`config.mk`:
```
export PLATFORM = sky130hd
export DESIGN_NAME = jtag_shift_engine
export DESIGN_NICKNAME = d
export VERILOG_FILES = /design/src/rtl/jtag_bridge_pkg.sv /design/src/rtl/jtag_tck_div.sv /design/src/rtl/jtag_shift_engine.sv
export SDC_FILE = /design/constraint.sdc
export NUM_CORES = 1
export LEC_CHECK = 0
export ABC_AREA = 1
export CELL_PAD_IN_SITES_DETAIL_PLACEMENT = 0
export CELL_PAD_IN_SITES_GLOBAL_PLACEMENT = 1
export CORE_UTILIZATION = 42
export CTS_BUF_LIST = sky130_fd_sc_hd__clkbuf_2 sky130_fd_sc_hd__clkbuf_4 sky130_fd_sc_hd__clkbuf_8
export CTS_CLUSTER_SIZE = 25
export DETAILED_ROUTE_END_ITERATION = 16
export PLACE_DENSITY = 0.88
export REMOVE_ABC_BUFFERS = 1
export SYNTH_ARGS = -nofsm -noshare
export SYNTH_HDL_FRONTEND = slang
export SYNTH_SLANG_ARGS = --single-unit
```
`constraint.sdc`:
```
create_clock -name clk_i -period 1.8 [get_ports clk_i]
set_input_delay 0.18 -clock clk_i [delete_from_list [all_inputs] [get_ports clk_i]]
set_output_delay 0.18 -clock clk_i [all_outputs]
set_load 0.02 [all_outputs]
```
`src/rtl/jtag_bridge_pkg.sv`:
```
// Shared types and constants for the USB-to-JTAG shift engine.
// Holds the FSM state enum, shift opcode bit positions and legacy command characters.
package jtag_bridge_pkg;

    typedef enum logic [2:0] {
        StIdle,
        StArg,
        StLow,
        StHigh,
        StResp
    } state_e;

    localparam int unsigned OpShiftBit   = 7;
    localparam int unsigned OpCapBit     = 6;
    localparam int unsigned OpTmsLastBit = 5;

    localparam logic [7:0] CmdPin0   = 8'h30;  // '0'
    localparam logic [7:0] CmdPin7   = 8'h37;  // '7'
    localparam logic [7:0] CmdRstR   = 8'h72;  // 'r'
    localparam logic [7:0] CmdRstU   = 8'h75;  // 'u'
    localparam logic [7:0] CmdLedOn  = 8'h42;  // 'B'
    localparam logic [7:0] CmdLedOff = 8'h62;  // 'b'
    localparam logic [7:0] CmdRead   = 8'h52;  // 'R'
    localparam logic [7:0] CmdDiv    = 8'h44;  // 'D'
    localparam logic [7:0] RespOne   = 8'h31;  // '1'
    localparam logic [7:0] RespZero  = 8'h30;  // '0'

    // 'r','s','t','u' end in 10,11,00,01; flipping bit 1 yields {trst,srst} = 00..11
    function automatic logic [1:0] rst_code(input logic [7:0] cmd);
        return cmd[1:0] ^ 2'b10;
    endfunction

endpackage

```
`src/rtl/jtag_tck_div.sv`:
```
// TCK half-period counter: load sets the count, it then decrements to zero.
// o_tc is high while the count is zero, i.e. on the last cycle of a half-period.
module jtag_tck_div #(
    parameter int unsigned DIV_W = 8
) (
    input  logic             i_clk,
    input  logic             i_rst,
    input  logic             i_load,
    input  logic [DIV_W-1:0] i_div,
    output logic             o_tc
);

    logic [DIV_W-1:0] r_cnt;

    always_ff @(posedge i_clk) begin
        if (i_rst) begin
            r_cnt <= '0;
        end else if (i_load) begin
            r_cnt <= i_div;
        end else if (r_cnt != '0) begin
            r_cnt <= r_cnt - 1'b1;
        end
    end

    assign o_tc = (r_cnt == '0);

endmodule

```
`src/rtl/jtag_shift_engine.sv`:
```
// USB byte-stream to JTAG engine: legacy bitbang commands plus 1..8 bit shift frames
// with optional TDO capture returned as a single response byte.
module jtag_shift_engine
    import jtag_bridge_pkg::*;
#(
    parameter int unsigned DIV_W     = 8,
    parameter int unsigned RESET_DIV = 3
) (
    input  logic       clk_i,
    input  logic       rst_i,
    input  logic [7:0] from_usb_data_i,
    input  logic       from_usb_valid_i,
    output logic       from_usb_ready_o,
    output logic [7:0] to_usb_data_o,
    output logic       to_usb_valid_o,
    input  logic       to_usb_ready_i,
    output logic       tck_o,
    output logic       tms_o,
    output logic       tdi_o,
    output logic       trst_o,
    output logic       srst_o,
    input  logic       tdo_i,
    output logic       bitbang_led_o,
    output logic       busy_o
);

    state_e           r_state;
    logic [DIV_W-1:0] r_div;
    logic             r_arg_div;
    logic             r_cap;
    logic             r_tms_last;
    logic [2:0]       r_nm1;
    logic [2:0]       r_idx;
    logic [7:0]       r_data;
    logic [7:0]       r_capture;
    logic             r_tck, r_tms, r_tdi, r_trst, r_srst, r_led;
    logic [7:0]       r_resp_data;
    logic             r_resp_valid;

    logic             w_ready;
    logic             w_accept;
    logic             w_tc;
    logic             w_load;
    logic [2:0]       w_idx_nxt;

    assign w_ready   = (r_state == StIdle) || (r_state == StArg);
    assign w_accept  = from_usb_valid_i && w_ready;
    assign w_idx_nxt = r_idx + 3'd1;
    // Reload the half-period counter on every TCK phase change
    assign w_load    = (r_state == StArg && w_accept && !r_arg_div) ||
                       ((r_state == StLow || r_state == StHigh) && w_tc);

    jtag_tck_div #(
        .DIV_W (DIV_W)
    ) u_tck_div (
        .i_clk  (clk_i),
        .i_rst  (rst_i),
        .i_load (w_load),
        .i_div  (r_div),
        .o_tc   (w_tc)
    );

    always_ff @(posedge clk_i) begin
        if (rst_i) begin
            r_state      <= StIdle;
            r_div        <= DIV_W'(RESET_DIV);
            r_arg_div    <= 1'b0;
            r_cap        <= 1'b0;
            r_tms_last   <= 1'b0;
            r_nm1        <= 3'd0;
            r_idx        <= 3'd0;
            r_data       <= 8'h00;
            r_capture    <= 8'h00;
            r_tck        <= 1'b0;
            r_tms        <= 1'b0;
            r_tdi        <= 1'b0;
            r_trst       <= 1'b0;
            r_srst       <= 1'b0;
            r_led        <= 1'b0;
            r_resp_data  <= 8'h00;
            r_resp_valid <= 1'b0;
        end else begin
            unique case (r_state)
                StIdle: begin
                    if (w_accept) begin
                        if (from_usb_data_i[OpShiftBit]) begin
                            r_cap      <= from_usb_data_i[OpCapBit];
                            r_tms_last <= from_usb_data_i[OpTmsLastBit];
                            r_nm1      <= from_usb_data_i[2:0];
                            r_arg_div  <= 1'b0;
                            r_state    <= StArg;
                        end else if (from_usb_data_i inside {[CmdPin0:CmdPin7]}) begin
                            {r_tck, r_tms, r_tdi} <= from_usb_data_i[2:0];
                        end else if (from_usb_data_i inside {[CmdRstR:CmdRstU]}) begin
                            {r_trst, r_srst} <= rst_code(from_usb_data_i);
                        end else if (from_usb_data_i == CmdLedOn) begin
                            r_led <= 1'b1;
                        end else if (from_usb_data_i == CmdLedOff) begin
                            r_led <= 1'b0;
                        end else if (from_usb_data_i == CmdRead) begin
                            r_resp_data  <= tdo_i ? RespOne : RespZero;
                            r_resp_valid <= 1'b1;
                            r_state      <= StResp;
                        end else if (from_usb_data_i == CmdDiv) begin
                            r_arg_div <= 1'b1;
                            r_state   <= StArg;
                        end
                    end
                end
                StArg: begin
                    if (w_accept) begin
                        if (r_arg_div) begin
                            r_div   <= DIV_W'(from_usb_data_i);
                            r_state <= StIdle;
                        end else begin
                            r_data    <= from_usb_data_i;
                            r_idx     <= 3'd0;
                            r_capture <= 8'h00;
                            r_tck     <= 1'b0;
                            r_tdi     <= from_usb_data_i[0];
                            r_tms     <= (r_nm1 == 3'd0) ? r_tms_last : 1'b0;
                            r_state   <= StLow;
                        end
                    end
                end
                StLow: begin
                    if (w_tc) begin
                        r_tck            <= 1'b1;
                        r_capture[r_idx] <= tdo_i;
                        r_state          <= StHigh;
                    end
                end
                StHigh: begin
                    if (w_tc) begin
                        r_tck <= 1'b0;
                        if (r_idx != r_nm1) begin
                            r_idx   <= w_idx_nxt;
                            r_tdi   <= r_data[w_idx_nxt];
                            r_tms   <= (w_idx_nxt == r_nm1) ? r_tms_last : 1'b0;
                            r_state <= StLow;
                        end else if (r_cap) begin
                            r_resp_data  <= r_capture;
                            r_resp_valid <= 1'b1;
                            r_state      <= StResp;
                        end else begin
                            r_state <= StIdle;
                        end
                    end
                end
                StResp: begin
                    if (to_usb_ready_i) begin
                        r_resp_valid <= 1'b0;
                        r_state      <= StIdle;
                    end
                end
                default: r_state <= StIdle;
            endcase
        end
    end

    assign from_usb_ready_o = w_ready;
    assign busy_o           = (r_state != StIdle);
    assign to_usb_data_o    = r_resp_data;
    assign to_usb_valid_o   = r_resp_valid;
    assign tck_o            = r_tck;
    assign tms_o            = r_tms;
    assign tdi_o            = r_tdi;
    assign trst_o           = r_trst;
    assign srst_o           = r_srst;
    assign bitbang_led_o    = r_led;

endmodule

```
==> summary.txt, run 1 <==
Outcome
  – Status: completed

Critical path
  – WP data required: 2.01 ns
  – Setup crit start kind: register
  – CP arrival: 1.86 ns
  – Worst Setup End Kind: register
  – Maximum fanout along the worst path: 10
  – Setup CP Type: register to register

Floorplanning
  – Die Ht: between 80 and 90 µm
  – Die area: around 0.0079 mm²
  – CORE AREA: 0.00729 mm²
  – Starting Density: 43.6%
  – Row cnt: 31
  – Die Width: 89.0 µm
  – I/O pin count: 30

STA
  – Least-Margin Pin Slew: 0.340 ns
  – Setup_tns: 0 ns
  – Max transition margin: 77.1%
  – Hold Vio Cnt, Final: 0
  – Clk_skew: 0.00769 ns
  – RSZ-0062 raised after global routing: no
  – Setup violators final: 0
  – Max Freq: 605 MHz
  – Post-route minimum period: between 1.5 and 2 ns
  – Hold Slack: 0.454 ns
  – Slew Limit Fails: 0
  – Crit share post-route: 91.8%

Synthesis
  – Yosys cell types: 34
  – Largest family of logic cells by synthesized area: simple AND/OR/NAND/NOR gates
  – Mapped cell area: 0.00318 mm²
  – Sequential share of the synthesized area: 37.2%
  – Mapped Avg Cell Area: 6.79 µm²
  – Top_reg_cell synth: dfxtp_1
  – Mapped Cells: 468
  – Post-synth EDFFs: 0
  – Seq cells post-synth: 59
  – Simple-gate share of the synthesized area: roughly 33%
  – Multiplexer share of the synthesized area: 0%
  – Complex-gate fraction of the synthesized area: 17.0%
  – Ys async rst share: 0%
  – Syn. warnings: 0
  – Adder-cell share of the synthesized area: 0.788%
  – XOR/XNOR Fraction of Synth Area: 2.99%

Routing
  – Drt wl/cell: 12.7 µm
  – # DRC: 0
  – Post-Route M1 WL: ~4000 µm
  – DRT Pass-1 Iters: 5
  – WL met2: 3600 µm
  – Max layer used: met4
  – Starting DRC count in detailed routing: 188
  – Via count: ~3100
  – ANT nets after route: 0
  – WL met3: 331 µm
  – Vias per Instance: 4.98
  – Wirelength, routed: 8030 µm

Global routing
  – Tot GR Track Use: 21.7%
  – Initial antenna violation count: 0
  – Grt ovf: 0
  – Largest net degree at the start of global routing: 31
  – Number of global-route vias before repair: about 2800
  – First-pass GRT wire length: 13200 µm

Clock tree
  – Total CTS buffers: 9
  – CTS max path bufs: 2
  – Clk_lat worst skew: 0.33 ns
  – H-tree depth: 3
  – CTS sink cnt: 59
  – Clock transition time at the flip-flop clock pins of the worst setup and hold paths: ~0.070 ns
  – Cts hold-fix bufs: 0
  – CTS root buffer: clkbuf_8
  – CTS tree: built

Cells and area
  – Synthesis-to-finish area growth: 26.2%
  – Share of post-route cells with drive strength above 1: 15.8%
  – Commonest non-fill, non-tap cells in the layout: nand2_1, dfxtp_1, nor2_1
  – Ant. Diodes: 0
  – Nets: ~540
  – Most common cell after layout, fill and taps aside: nand2_1

Min path
  – Hold/Removal Path Class: register to register

Run
  – Max cap viols: 0

Power and ir drop
  – Leakage: between 0.0015 and 0.002 µW
  – Max IR drop VDD: 540 µV
  – PD cells: 1480 mW/mm²

Place
  – Dpl hpwl: between 6000 and 7000 µm
  – GP Congestion: ~0.88
  – PortBufs: 29
[what timing repair did]
item / in CTS / in global routing
cloned: 0 / 0
pin swaps: 0 / 4
resized for setup: 1 / 7
setup buffers: 0 / 2
setup endpoints to repair: 1 / 20
[per-stage QoR]
stage | setup WS [ns] | total power (µW) | area (µm²) | cells | util, %
global route | 0.00315 | 6440 | 4010 | 630 | 55.0
CTS | 0.0246 | 5910 | 3970 | 628 | 54.5
floorplan | 0.129 | 3710 | 3100 | 452 | -
detailed placement | 0.00833 | 4610 | 3770 | 614 | 51.7
finish | 0.148 | 5950 | 4010 | 630 | 55.0
global placement | 0.00884 | 4590 | 3770 | 614 | 51.7
[power by group]
part           internal (µW)  total [µW]  switching [µW]
clock                    793        1290             493
combinational           1140        2910            1770
sequential              1540        1750             207
[path summary, 6_finish.rpt]
path | startpoint | end | slack, ns | depth (start not counted)
worst max-delay path | r_state[1] | u_tck_div.r_cnt[2] | 0.15 | 8
worst min-delay path | r_data[7] | r_data[7] | 0.45 | 2
worst max register to register | r_state[1] | u_tck_div.r_cnt[2] | 0.15 | 8
worst min register to register | r_data[7] | r_data[7] | 0.45 | 2
[metal layers]
metal  vias up  GRT usage, %
li1       1653             -
met4         0          7.22
met1      1416          29.6
met5         -             0
met3        13          4.06
met2        57          34.8
[flip-flops by register name, indices dropped and copies added (netlist names)]
signal / count
u_tck_div.r_cnt: 8
bitbang_led_o: 1
tdi_o: 1
tms_o: 1
r_state: 3
trst_o: 1
r_div: 8
r_data: 8
to_usb_data_o: 8
r_tms_last: 1
r_idx: 3
to_usb_valid_o: 1
r_arg_div: 1
r_nm1: 3
tck_o: 1
srst_o: 1
r_capture: 8
r_cap: 1
[synth_stat cells (2+ instances only)]
library cell,instances,area share [%]
dfxtp_1,59,37
buf_4,2,0.47
buf_2,8,1.3
xnor2_1,4,1.1
ha_1,2,0.79
nor2_2,4,0.79
nor2_4,5,1.8
inv_1,51,6.0
nand3_1,37,5.8
o21a_1,2,0.47
nand2_1,85,10
clkbuf_1,5,0.59
nor3_1,3,0.47
nand2_2,5,0.98
or2_2,3,0.59
nand3_2,3,0.95
nand4_1,13,2.6
inv_2,5,0.59
o21ai_0,39,6.1
nand3b_1,5,1.2
nor2_1,59,7.0
o21ai_1,3,0.47
o211ai_1,3,0.71
a21oi_1,49,7.7
xor2_1,5,1.4
[layout make-up]
class,instances,area [µm²]
fillers,748,3280
multi-input cells,336,1730
flip-flops and latches,59,1180
repair buffers,65,559
inverters,57,216
clock buffers,11,139
well taps,99,124
clock inverters,3,65.1
[worst max-delay path, cell delays in order (launching register included)]
cell     delay [ns]
dfxtp_1        0.47
inv_1          0.10
nand2_1        0.20
nor2_4         0.07
nand3_2        0.11
o21a_1         0.32
o21ai_1        0.12
o21ai_1        0.09
nor2_1         0.05
[cells by family after synthesis]
logic type,after synthesis
buffers and inverters,73
AO/OA/AOI/OAI,101
AND/OR/NAND/NOR,223
XOR/XNOR,10
adder cells (fa/ha/maj),2
flip-flops,59
Power figures use the tool's default switching activity.
==> inputs of run 2 (changes only) <==
- CORE_MARGIN: default -> 2
- SLEW_MARGIN: default -> 5
==> run 2 against run 1 <==
Sequential power is essentially flat. Non-clock buffer count grew 6. Sequential share of layout area shrank 0.32 points. Largest power group unchanged. Maximum frequency shrank 0.90%. Utilization grew 0.72 points. Global-route usage grew 0.28 points. Critical path type unchanged. Routed wire length grew 5.2%. First-iteration DRC count shrank 22%. Combinational power grew 3%.
==> summary.txt, run 2 (synthesis results as in run 1) <==
Floorplanning
  – I/O pin count: 30
  – Die Width: a little over 90 µm
  – Die Ht: 91.0 µm
  – CORE AREA: 0.00729 mm²
  – Die area: 0.00828 mm²
  – Row cnt: 31
  – Starting Density: 43.6%

STA
  – Crit share post-route: 92.6%
  – Slew Limit Fails: 0
  – RSZ-0062 raised after global routing: no
  – Setup violators final: 0
  – Max transition margin: roughly 78%
  – Hold Vio Cnt, Final: 0
  – Least-Margin Pin Slew: 0.330 ns
  – Post-route minimum period: around 1.7 ns
  – Max Freq: 600 MHz
  – Post-route setup slack: about 0.13 ns
  – Clk_skew: 0.00587 ns

Critical path
  – CP Cell Sequence: inv_1 > ha_2 > nand3_2 > nor2_4 > nor2_1 > nor2_2 > buf_4 > nand2_2 > nor2_2 > nand2_1 > nand2_1 > nor2_1
  – CP arrival: roughly 1.9 ns
  – Maximum fanout along the worst path: 4
  – Setup CP Type: register to register
  – WP data required: about 2 ns
  – Worst stage delay on the critical path: 0.30 ns
  – CP max stage cell: dfxtp_1
  – Worst Setup End Kind: register
  – Setup crit start kind: register

Clock tree
  – CTS root buffer: clkbuf_8
  – CTS max path bufs: 2
  – CTS sink cnt: just under 60
  – CTS tree: built
  – Cts hold-fix bufs: 0
  – Clk_lat worst skew: 0.34 ns
  – Clock transition time at the flip-flop clock pins of the worst setup and hold paths: 0.07 ns
  – Total CTS buffers: 9
  – H-tree depth: 3

Cells and area
  – Most common cell after layout, fill and taps aside: nand2_1
  – Post-route cell area: 0.00406 mm²
  – Synthesis-to-finish area growth: 27.9%
  – Share of post-route cells with drive strength above 1: between 15 and 20%
  – Nets: roughly 550
  – Ant. Diodes: 0
  – Commonest non-fill, non-tap cells in the layout: nand2_1, nor2_1, dfxtp_1

Outcome
  – Status: completed

Routing
  – ANT nets after route: 0
  – Wirelength, routed: between 8000 and 9000 µm
  – Vias per Instance: 5.03
  – Drt wl/cell: 13.3 µm
  – # DRC: 0
  – DRT Pass-1 Iters: 4
  – Starting DRC count in detailed routing: about 150
  – Via count: 3205

Place
  – Pre-CTS worst setup slack: -0.0833 ns
  – GP Congestion: 0.888
  – Dpl hpwl: 6300 µm
  – Placed cell areas: 0.00381 mm²
  – PortBufs: 29

Run
  – Max cap viols: 0

Min path
  – Hold/Removal Path Class: register to register

Global routing
  – Tot GR Track Use: 22.0%
  – Largest net degree at the start of global routing: 31
  – Initial antenna violation count: 0
  – First-pass GRT wire length: 14600 µm
  – Grt ovf: 0
  – Number of global-route vias before repair: 3069

Power and ir drop
  – Max IR drop VDD: 704 µV
  – PD cells: between 1000 and 1500 mW/mm²
  – Leakage: ~0.0018 µW
run 2: layout make-up:
type	instances	area [µm²]
Tap cell	99	124
Timing Repair Buffer	71	604
Fill cell	779	3230
Sequential cell	59	1180
Clock inverter	2	35.0
Inverter	57	216
Multi-Input combinational cell	336	1730
Clock buffer	13	166
run 2: what timing repair did:
item | in CTS | in global routing
hold endpoints to repair | 0 | 0
setup buffers | 0 | 2
pin swaps | 1 | 4
resized for setup | 2 | 14
endpoints found under the setup margin | 2 | 27
run 2: per-stage QoR:
stage	TNS [ns]	std cells	utilization, %	total power, µW	hold WS, ns
after global routing	0	637	55.7	6520	0.460
final	0	637	55.7	5980	0.446
after floorplan	0	452	-	3710	0.249
after CTS	0	635	55.1	5920	0.450
after detailed placement	-0.466	620	52.3	4670	0.441
after global placement	-0.213	620	52.3	4620	0.434
run 2: report_power, final:
| part | internal [µW] | total, µW | switching (µW) |
|---|---|---|---|
| sequential | 1550 | 1750 | 204 |
| clock | 736 | 1240 | 501 |
| combinational | 1180 | 2990 | 1810 |
| total | 3470 | 5980 | 2510 |
run 2: path summary, 6_finish.rpt:
check | startpoint | endpoint | slack [ns] | cells after the start
setup / recovery | u_tck_div.r_cnt[0] | tck_o | 0.13 | 12
hold / removal | r_data[7] | r_data[7] | 0.45 | 2
setup reg to reg | u_tck_div.r_cnt[0] | tck_o | 0.13 | 12
hold reg to reg | r_data[7] | r_data[7] | 0.45 | 2
run 2: critical path: cells and delay by family (launching register included):
| kind | cells | cell delay [ns] |
|---|---|---|
| fa+ha+maj | 1 | 0.20 |
| buf+inv | 2 | 0.21 |
| flops | 1 | 0.30 |
| simple gates | 9 | 0.85 |
run 2: routing by layer:
layer / up-vias / wire length (µm) / global-route usage [%] / part of all wire, %
met5: - / 0 / 0 / 0
met4: 0 / 105 / 8.96 / 1.2
met3: 8 / 379 / 3.24 / 4.5
met2: 57 / 3870 / 35.1 / 46
met1: 1471 / 4090 / 29.8 / 48
li1: 1669 / - / - / -
